### src/rtl/tdm_demux_pkg.sv
// tdm_pkg: shared types and defaults for the TDM receive demultiplexer
package tdm_pkg;
  typedef enum logic {HUNT = 1'b0, LOCK = 1'b1} state_t;
  localparam int NCH_DEF = 2;
  localparam int W_DEF = 1;
  localparam int MISS_MAX_DEF = 3;
  localparam int SLOT_W = $clog2(NCH_DEF);
  function automatic int slot_w(input int nch);
    return $clog2(nch);
  endfunction
endpackage

### src/rtl/tdm_demux_sync_tracker.sv
// tdm_sync_tracker: frame alignment FSM, slot/miss counters and sync violation flag
module tdm_sync_tracker import tdm_pkg::*; #(
  parameter int NCH = NCH_DEF,
  parameter int MISS_MAX = MISS_MAX_DEF,
  localparam int SW = slot_w(NCH),
  localparam int MW = $clog2(MISS_MAX + 1)
) (
  input  logic          clk,
  input  logic          rst,
  input  logic          ce_i,
  input  logic          sync_i,
  output logic [SW-1:0] slot_o,
  output logic          locked_o,
  output logic          cap_o,
  output logic          done_o,
  output logic          abort_o,
  output logic          err_o
);
  state_t state_q, state_d;
  logic [SW-1:0] slot_q, slot_d, slot_inc;
  logic [MW-1:0] miss_q, miss_d;
  logic err_q, hunt, last, early, miss, lost;
  assign hunt = state_q == HUNT;
  assign last = slot_q == SW'(NCH - 1);
  assign slot_inc = last ? '0 : slot_q + 1'b1;
  assign early = ce_i && !hunt && sync_i && slot_q != '0;
  assign miss = ce_i && !hunt && !sync_i && slot_q == '0;
  assign lost = miss && miss_q == MW'(MISS_MAX - 1);
  assign cap_o = ce_i && (!hunt || sync_i);
  assign done_o = ce_i && !hunt && !sync_i && last;
  assign abort_o = early;
  assign slot_o = slot_q;
  assign locked_o = state_q == LOCK;
  assign err_o = err_q;
  // A slot-0 miss still advances the frame unless it is the one that drops lock
  always_comb begin
    state_d = !ce_i ? state_q : hunt ? (sync_i ? LOCK : HUNT) : lost ? HUNT : LOCK;
    slot_d = !ce_i ? slot_q : ((hunt && sync_i) || early) ? SW'(1) : (hunt || lost) ? '0 : slot_inc;
    miss_d = !ce_i ? miss_q : (hunt || early || lost || (slot_q == '0 && sync_i)) ? '0 :
             miss ? miss_q + 1'b1 : miss_q;
  end
  always_ff @(posedge clk or posedge rst)
    if (rst) begin
      state_q <= HUNT;
      slot_q <= '0;
      miss_q <= '0;
      err_q <= 1'b0;
    end else begin
      state_q <= state_d;
      slot_q <= slot_d;
      miss_q <= miss_d;
      err_q <= early || miss;
    end
endmodule

### src/rtl/tdm_demux.sv
// tdm_demux: assembles per-slot serial samples into frames and publishes them atomically
module tdm_demux import tdm_pkg::*; #(
  parameter int NCH = NCH_DEF,
  parameter int W = W_DEF,
  parameter int MISS_MAX = MISS_MAX_DEF,
  localparam int SW = slot_w(NCH)
) (
  input  logic                    clk,
  input  logic                    rst,
  input  logic                    ce,
  input  logic [W-1:0]            din,
  input  logic                    sync,
  output logic [NCH*W-1:0]        dout,
  output logic                    valid,
  output logic                    locked,
  output logic [$clog2(NCH)-1:0]  slot,
  output logic                    err
);
  logic [(NCH-1)*W-1:0] shadow_q;
  logic [NCH*W-1:0] dout_q;
  logic [SW-1:0] cap_idx;
  logic valid_q, cap, done, abort;
  tdm_sync_tracker #(.NCH(NCH), .MISS_MAX(MISS_MAX)) u_trk (
    .clk(clk), .rst(rst), .ce_i(ce), .sync_i(sync), .slot_o(slot), .locked_o(locked),
    .cap_o(cap), .done_o(done), .abort_o(abort), .err_o(err)
  );
  assign cap_idx = abort ? '0 : slot;
  // The last channel bypasses the shadow so the frame publishes on its own slot
  always_ff @(posedge clk or posedge rst)
    if (rst) shadow_q <= '0;
    else if (cap)
      for (int i = 0; i < NCH - 1; i++)
        if (cap_idx == SW'(i)) shadow_q[i*W +: W] <= din;
  always_ff @(posedge clk or posedge rst)
    if (rst) begin
      dout_q <= '0;
      valid_q <= 1'b0;
    end else begin
      valid_q <= done;
      if (done) dout_q <= {din, shadow_q};
    end
  assign dout = dout_q;
  assign valid = valid_q;
endmodule

### config.mk
export PLATFORM = sky130hd
export DESIGN_NAME = tdm_demux
export DESIGN_NICKNAME = d
export VERILOG_FILES = /design/src/rtl/tdm_demux_pkg.sv /design/src/rtl/tdm_demux_sync_tracker.sv /design/src/rtl/tdm_demux.sv
export SDC_FILE = /design/constraint.sdc
export NUM_CORES = 1
export LEC_CHECK = 0
export BUFFER_PORTS_ARGS = -buffer_cell sky130_fd_sc_hd__buf_2
export CORE_AREA = 2 2 39 41
export DETAILED_ROUTE_END_ITERATION = 8
export DIE_AREA = 0 0 41 43
export PLACE_DENSITY_LB_ADDON = 0.25
export SLEW_MARGIN = 20
export SYNTH_ARGS = -nofsm -noshare
export SYNTH_HDL_FRONTEND = slang
export SYNTH_SLANG_ARGS = --single-unit
export TNS_END_PERCENT = 50
### constraint.sdc
create_clock -name clk -period 1.5 [get_ports clk]
set_input_delay 0.3 -clock clk [delete_from_list [all_inputs] [get_ports clk]]
set_output_delay 0.3 -clock clk [all_outputs]
set_load 0.005 [all_outputs]
==> out/qor.csv, run 1 <==
stage;metric;value;unit
run_status;status;finished clean;
sta;hold_viol_final;0;
critical_path;critPathMaxFanout;7;
global_routing;antenna_found_initial;0;
route;drt_first_pass_iters;2;
place;portBuffers;10;
floorplan;die_h;43;um
critical_path;cp_num_buf_inv;1;
layout;stdcell_count;69;
logic_synthesis;synthAdderAreaFrac;2.882;%
place;hpwlAfterDp;584.6;um
sta;min_period;1.225;ns
logic_synthesis;syn_area;434.2;um2
power;powerDensity;1227;nW/um2
logic_synthesis;ys_types;22;
clocking;ctsHtreeMaxLevel;1;
power;peakVddDrop;0.6250;mV
clocking;clk_path_buf_depth;2;
sta;finalMaxSlewViolations;0;
logic_synthesis;synth-compound-area-share;15.27;%
power;intPower;0.0004683;W
critical_path;cp_cell_sequence;buf_2;
logic_synthesis;ys_ff_latch;9;
layout;layout-drive-gt1-share;33.96;%
global_routing;grt_pass1_vias;300;
critical_path;cp_slowest_cell;dfrtp_1;
sta;setup_tns;0;ns
floorplan;ios;11;
critical_path;crit_family;flip-flops;
logic_synthesis;synth_simple_gate_area_share;18.73;%
clocking;cts_buffers;3;
critical_path;slowest_delay;0.49;ns
sta;hold-worst-slack;0.2842;ns
place;globalplace.congestion;0.7119;
sta;finalClockSkew;0.005720;ns
power;clockPowerShare;29.6;%
floorplan;num_rows;14;
clocking;clk_latency;0.27;ns
clocking;cts_resized;0;
power;pwr-share-seq;47.7;%
logic_synthesis;synth_mux_area_share;6.916;%
clocking;clk_pin_slew;0.07;ns
layout;num-nets-final;60;
critical_path;worstPathRequired;1.20;ns
critical_path;worst_setup_path_end_kind;output pin;
logic_synthesis;syn_avg_cell_area;11.13;um2
logic_synthesis;synth_top_family_by_area;simple AND/OR/NAND/NOR gates;
route;dr.first_iter.drc_count;3;
sta;slew_headroom;77.35;%
sta;setup_viol_count_final;0;
hold_path;hold_class;input pin to register;
route;vias;339;
global_routing;grt_pass1_wl;1331;um
route;ant_nets;0;
logic_synthesis;yosysSeqAreaShare;51.87;%
power;switching_share;28.37;%
layout;syn_to_final_growth;22.77;%
route;viasPerCell;4.913;
critical_path;crit_path_start;u_trk.slot_o;
power;p_switching;0.0001855;W
logic_synthesis;synth_edf_count;0;
global_routing;grt_max_degree;11;
floorplan;dieArea;1763;um2
logic_synthesis;ys.flop_type;dfrtp_1;
run;max-cap-violations;0;
floorplan;die_x;41;um
clocking;postCtsSetupBuffers;0;
layout;antenna_cells;0;
sta;tightest_slew;0.3394;ns
sta;rsz0062_at_grt;false;
clocking;cts_tree;done;
power;power.total;0.0006537;W
sta;fin_crit_sh;81.67;%
floorplan;start_util;31.37;%
logic_synthesis;synthArstFlopShare;100.0;%
route;wl_per_cell;11.41;um
power;power_leakage;0.2573;nW
sta;max_freq;0.8163;GHz
logic_synthesis;mappedNetlistNets;45;
clocking;cts_root_buf;clkbuf_4;
critical_path;critical_path_class;register to output pin;
power;power_frac_comb;22.6;%
clocking;cts.sinks;9;
global_routing;gr-total-overflow;0;
place;place_inst;64;
critical_path;critPathLaunchType;register;
route;route.detailed.drc;0;
critical_path;arrival;0.93;ns
logic_synthesis;synth-xor-area-share;0;%
global_routing;grt_util_all_layers;12.02;%
hold_path;min_from;din;
clocking;hold_buffers;1;
critical_path;reg2reg_from;u_trk.locked_o;
route;drt_wl_total;787;um
logic_synthesis;postSynthCellCount;39;
logic_synthesis;yosys_warnings;0;
floorplan;coreArea;1384;um2
==> worst register-to-register path, cell delays in order (launching register included) <==
cell and delay (ns):
dfrtp_1 0.48, nand2_2 0.13, nor2_4 0.16, mux2_4 0.30
==> worst paths after layout <==
path | end | cells after the start | slack [ns]
max | slot | 1 | 0.27
min | dout[1] | 2 | 0.28
max reg2reg | dout[0] | 3 | 0.31
min reg2reg | shadow_q | 1 | 0.50
max in group asynchronous | u_trk.miss_q[1] | 3 | 0.72
min in group asynchronous | u_trk.locked_o | 3 | 0.53
==> cells in the final DEF, fill, tap and decap left out, types with 2 or more instances in the layout <==
| master | Yosys | layout |
|---|---|---|
| clkbuf_4 | 0 | 3 |
| dfrtp_1 | 9 | 9 |
| inv_1 | 3 | 3 |
| a21oi_1 | 3 | 3 |
| o2bb2ai_1 | 2 | 2 |
| mux2_4 | 2 | 2 |
| nor2_1 | 3 | 3 |
| buf_2 | 0 | 10 |
| nand2_1 | 2 | 2 |
==> kinds of logic (layout without fill, tap and decap cells) <==
group	count (synthesis)	count (layout)
adder cells (fa/ha/maj)	1	1
multiplexers	2	2
flip-flops	9	9
buffers and inverters	4	18
AO/OA/AOI/OAI	10	10
AND/OR/NAND/NOR	13	13
==> synth_stat cells, types with 2 or more instances <==
library cell	count	area, um2
inv_1	3	11.26
nand2_1	2	7.510
o2bb2ai_1	2	17.52
dfrtp_1	9	225.2
nor2_1	3	11.26
a21oi_1	3	15.01
mux2_4	2	30.03
==> registers in the layout, summed over array words and instances, names as in the netlist <==
| signal | count |
|---|---|
| u_trk.locked_o | 1 |
| shadow_q | 1 |
| u_trk.err_o | 1 |
| valid | 1 |
| u_trk.miss_q | 2 |
| u_trk.slot_o | 1 |
| dout | 2 |
==> final cells by class <==
cell class	instances	area, um2
Timing Repair Buffer	11	60.06
Clock buffer	4	26.28
Inverter	3	11.26
Multi-Input combinational cell	26	190.2
Fill cell	140	850.8
Sequential cell	9	225.2
Tap cell	16	20.02
==> stage by stage <==
step	worst slack, ns	util (%)	instance area [um2]
floorplan	0.4036	-	434.2
global placement	0.3295	35.90	496.7
detailed placement	0.3169	35.90	496.7
CTS	0.2660	38.52	533.0
global route	0.2187	38.52	533.0
finish	0.2749	38.52	533.0
==> per-layer routing <==
layer	up-vias	GRT usage, %	wire length (um)
li1	164	-	-
met1	165	14.43	360
met2	10	15.94	361
met3	0	9.424	65
met4	0	4.000	0
met5	-	0	0
==> power groups by stage <==
| stage | sequential (W) | combinational (W) | clock [W] |
|---|---|---|---|
| 6_report | 0.000312 | 0.000148 | 0.000194 |
| 5_1_grt | 0.000318 | 0.000167 | 0.000219 |
| 4_1_cts | 0.000312 | 0.000151 | 0.000202 |
| 3_5_place_dp | 0.000316 | 0.000148 | 0 |
| 3_3_place_gp | 0.000317 | 0.000147 | 0 |
| 2_1_floorplan | 0.000315 | 0.0000994 | 0 |
(Power assumes the default switching activity.)
==> run 2: changes to the inputs <==
--- a/config.mk
+++ b/config.mk
@@ -5,6 +5,7 @@
 export SDC_FILE = /design/constraint.sdc
 export NUM_CORES = 1
 export LEC_CHECK = 0
+export ABC_AREA = 1
 export BUFFER_PORTS_ARGS = -buffer_cell sky130_fd_sc_hd__buf_2
 export CORE_AREA = 2 2 39 41
 export DETAILED_ROUTE_END_ITERATION = 8
==> constraint.sdc (replaced) <==
create_clock -name clk -period 1.2 [get_ports clk]
set_input_delay 0.24 -clock clk [delete_from_list [all_inputs] [get_ports clk]]
set_output_delay 0.24 -clock clk [all_outputs]
set_load 0.005 [all_outputs]
==> out/qor.csv, run 2 <==
stage;metric;value;unit
clocking;cts_buffers;3;
sta;tightest_slew;0.3501;ns
global_routing;grt_pass1_vias;358;
layout;fillers;147;
global_routing;gr-total-overflow;0;
layout;num-nets-final;77;
global_routing;antenna_found_initial;0;
route;dr.first_iter.drc_count;4;
floorplan;ios;11;
logic_synthesis;mappedNetlistNets;61;
global_routing;grt_pass1_wl;1442;um
sta;setup_tns;0;ns
critical_path;arrival;0.86;ns
sta;min_period;1.102;ns
global_routing;grt_max_degree;10;
floorplan;num_rows;14;
layout;syn_to_final_growth;25.00;%
logic_synthesis;yosys_warnings;0;
clocking;cts_tree;done;
logic_synthesis;synthArstFlopShare;100.0;%
layout;regArea;225.2;um2
sta;slew_headroom;76.64;%
clocking;cts.sinks;9;
clocking;ctsHtreeMaxLevel;1;
power;power_frac_comb;27.6;%
run;max-cap-violations;0;
place;hpwlAfterDp;613.5;um
power;clockPowerShare;24.9;%
power;pwr-share-seq;47.4;%
route;viasPerCell;4.314;
critical_path;crit_family;flip-flops;
logic_synthesis;synth_top_area_cell;dfrtp_1;
power;intPower;0.0006324;W
power;switching_share;32.54;%
logic_synthesis;synth_edf_count;0;
run_status;status;finished clean;
route;drt_wl_total;818;um
sta;rsz0062_at_grt;false;
sta;hold-worst-slack;0.2352;ns
critical_path;cp_cell_sequence;buf_2;
route;wl_per_cell;9.512;um
floorplan;die_x;41;um
clocking;cts_root_buf;clkbuf_4;
sta;finalMaxSlewViolations;0;
logic_synthesis;ys_types;13;
route;drt_first_pass_iters;3;
layout;final_area;531.8;um2
critical_path;worstPathRequired;0.96;ns
layout;stdcell_count;86;
critical_path;critPathLaunchType;register;
clocking;clk_latency;0.26;ns
logic_synthesis;yosysSeqAreaShare;52.94;%
floorplan;start_util;30.74;%
clocking;cts_resized;0;
logic_synthesis;ys.flop_type;dfrtp_1;
place;portBuffers;10;
logic_synthesis;ys_ff_latch;9;
logic_synthesis;postSynthCellCount;55;
layout;layout-drive-gt1-share;21.43;%
floorplan;die_h;43;um
clocking;clk_pin_slew;0.06;ns
floorplan;coreArea;1384;um2
layout;mostFrequentLayoutCell;nand2_1;
sta;finalClockSkew;0.004185;ns
logic_synthesis;syn_avg_cell_area;7.735;um2
route;route.detailed.drc;0;
critical_path;critPathMaxFanout;6;
layout;antenna_cells;0;
logic_synthesis;synth_area_leaders;dfrtp_1 (53%), nand2_1 (19%), inv_1 (8.8%), o21ai_1 (3.5%), ha_1 (2.9%);
power;powerDensity;1763;nW/um2
sta;fin_crit_sh;91.86;%
power;peakVddDrop;0.6264;mV
logic_synthesis;syn_area;425.4;um2
place;globalplace.congestion;0.8713;
route;vias;371;
sta;max_freq;0.9072;GHz
clocking;clk_path_buf_depth;2;
logic_synthesis;synth.most_common_cell;nand2_1;
critical_path;cp_num_buf_inv;1;
critical_path;cp_slowest_cell;dfrtp_1;
hold_path;hold_class;input pin to register;
sta;hold_viol_final;0;
critical_path;worst_setup_path_end_kind;output pin;
critical_path;critical_path_class;register to output pin;
clocking;hold_buffers;1;
place;dpl_cell_area;495.5;um2
layout;multi_input_area;158.9;um2
place;place_inst;81;
sta;setup_viol_count_final;0;
clocking;postCtsSetupBuffers;0;
route;ant_nets;0;
power;power_leakage;0.3154;nW
power;p_switching;0.0003050;W
layout;final_cell_mix;nand2_1 (22), inv_1 (10), buf_2 (10);
logic_synthesis;synth_commonest_cells;nand2_1 (22), inv_1 (10), dfrtp_1 (9), o21ai_1 (3);
critical_path;slowest_delay;0.45;ns
global_routing;grt_util_all_layers;12.64;%
logic_synthesis;synth_top_area_share;52.94;%
power;power.total;0.0009375;W
floorplan;dieArea;1763;um2
-- run 2: cell types whose count changed in the layout (fill, tap and decap cells not counted), moves of 2 or more --
cell | before | now
inv_1 | 3 | 10
mux2_4 | 2 | 0
o21ai_1 | 0 | 3
a21oi_1 | 3 | 0
o2bb2ai_1 | 2 | 0
nand2_1 | 2 | 22
-- run 2: cells by family after synthesis --
kind of cell             after synthesis  synth area share (%)
AND/OR/NAND/NOR                       27                 25.30
buffers and inverters                 11                 9.706
flip-flops                             9                 52.94
AO/OA/AOI/OAI                          7                 9.118
adder cells (fa/ha/maj)                1                 2.941
-- run 2: final cells by class --
class | count | share of cell area, %
Sequential cell | 9 | 42.35
Multi-Input combinational cell | 35 | 29.88
Timing Repair Buffer | 11 | 11.29
Inverter | 11 | 7.765
Clock buffer | 4 | 4.941
Tap cell | 16 | 3.765
-- run 2: layer usage --
metal / global-route usage, % / wire (um) / vias to the layer above
met2: 17.81 / 370 / 10
met5: 0 / 0 / -
met4: 6.000 / 9 / 0
li1: - / - / 202
met1: 14.47 / 373 / 157
met3: 7.853 / 64 / 2
-- run 2: final timing paths --
check,slack [ns],cells after the start,end,from
max,0.1,1,slot,u_trk.slot_o
min,0.24,3,shadow_q,din
min reg2reg,0.48,2,dout[0],shadow_q
max reg2reg,0.12,4,u_trk.miss_q[1],u_trk.slot_o
min in group asynchronous,0.48,3,shadow_q,rst
max in group asynchronous,0.46,3,u_trk.slot_o,rst
-- run 2: power by group through the flow --
| stage | Combinational, W | Clock (W) | Sequential, W |
|---|---|---|---|
| final | 0.000259 | 0.000234 | 0.000445 |
| after global placement | 0.000259 | 0 | 0.000448 |
| after global routing | 0.000313 | 0.000268 | 0.000456 |
| after CTS | 0.000265 | 0.000245 | 0.000445 |
| after detailed placement | 0.000260 | 0 | 0.000449 |
| after floorplan | 0.000167 | 0 | 0.000447 |
-- run 2: per-stage QoR --
stage          util, %  setup WS [ns]
4_1_cts          38.43        0.08987
3_5_place_dp     35.80         0.1258
2_1_floorplan        -         0.2121
3_3_place_gp     35.80         0.1319
5_1_grt          38.43        0.01040
6_report         38.43        0.09770
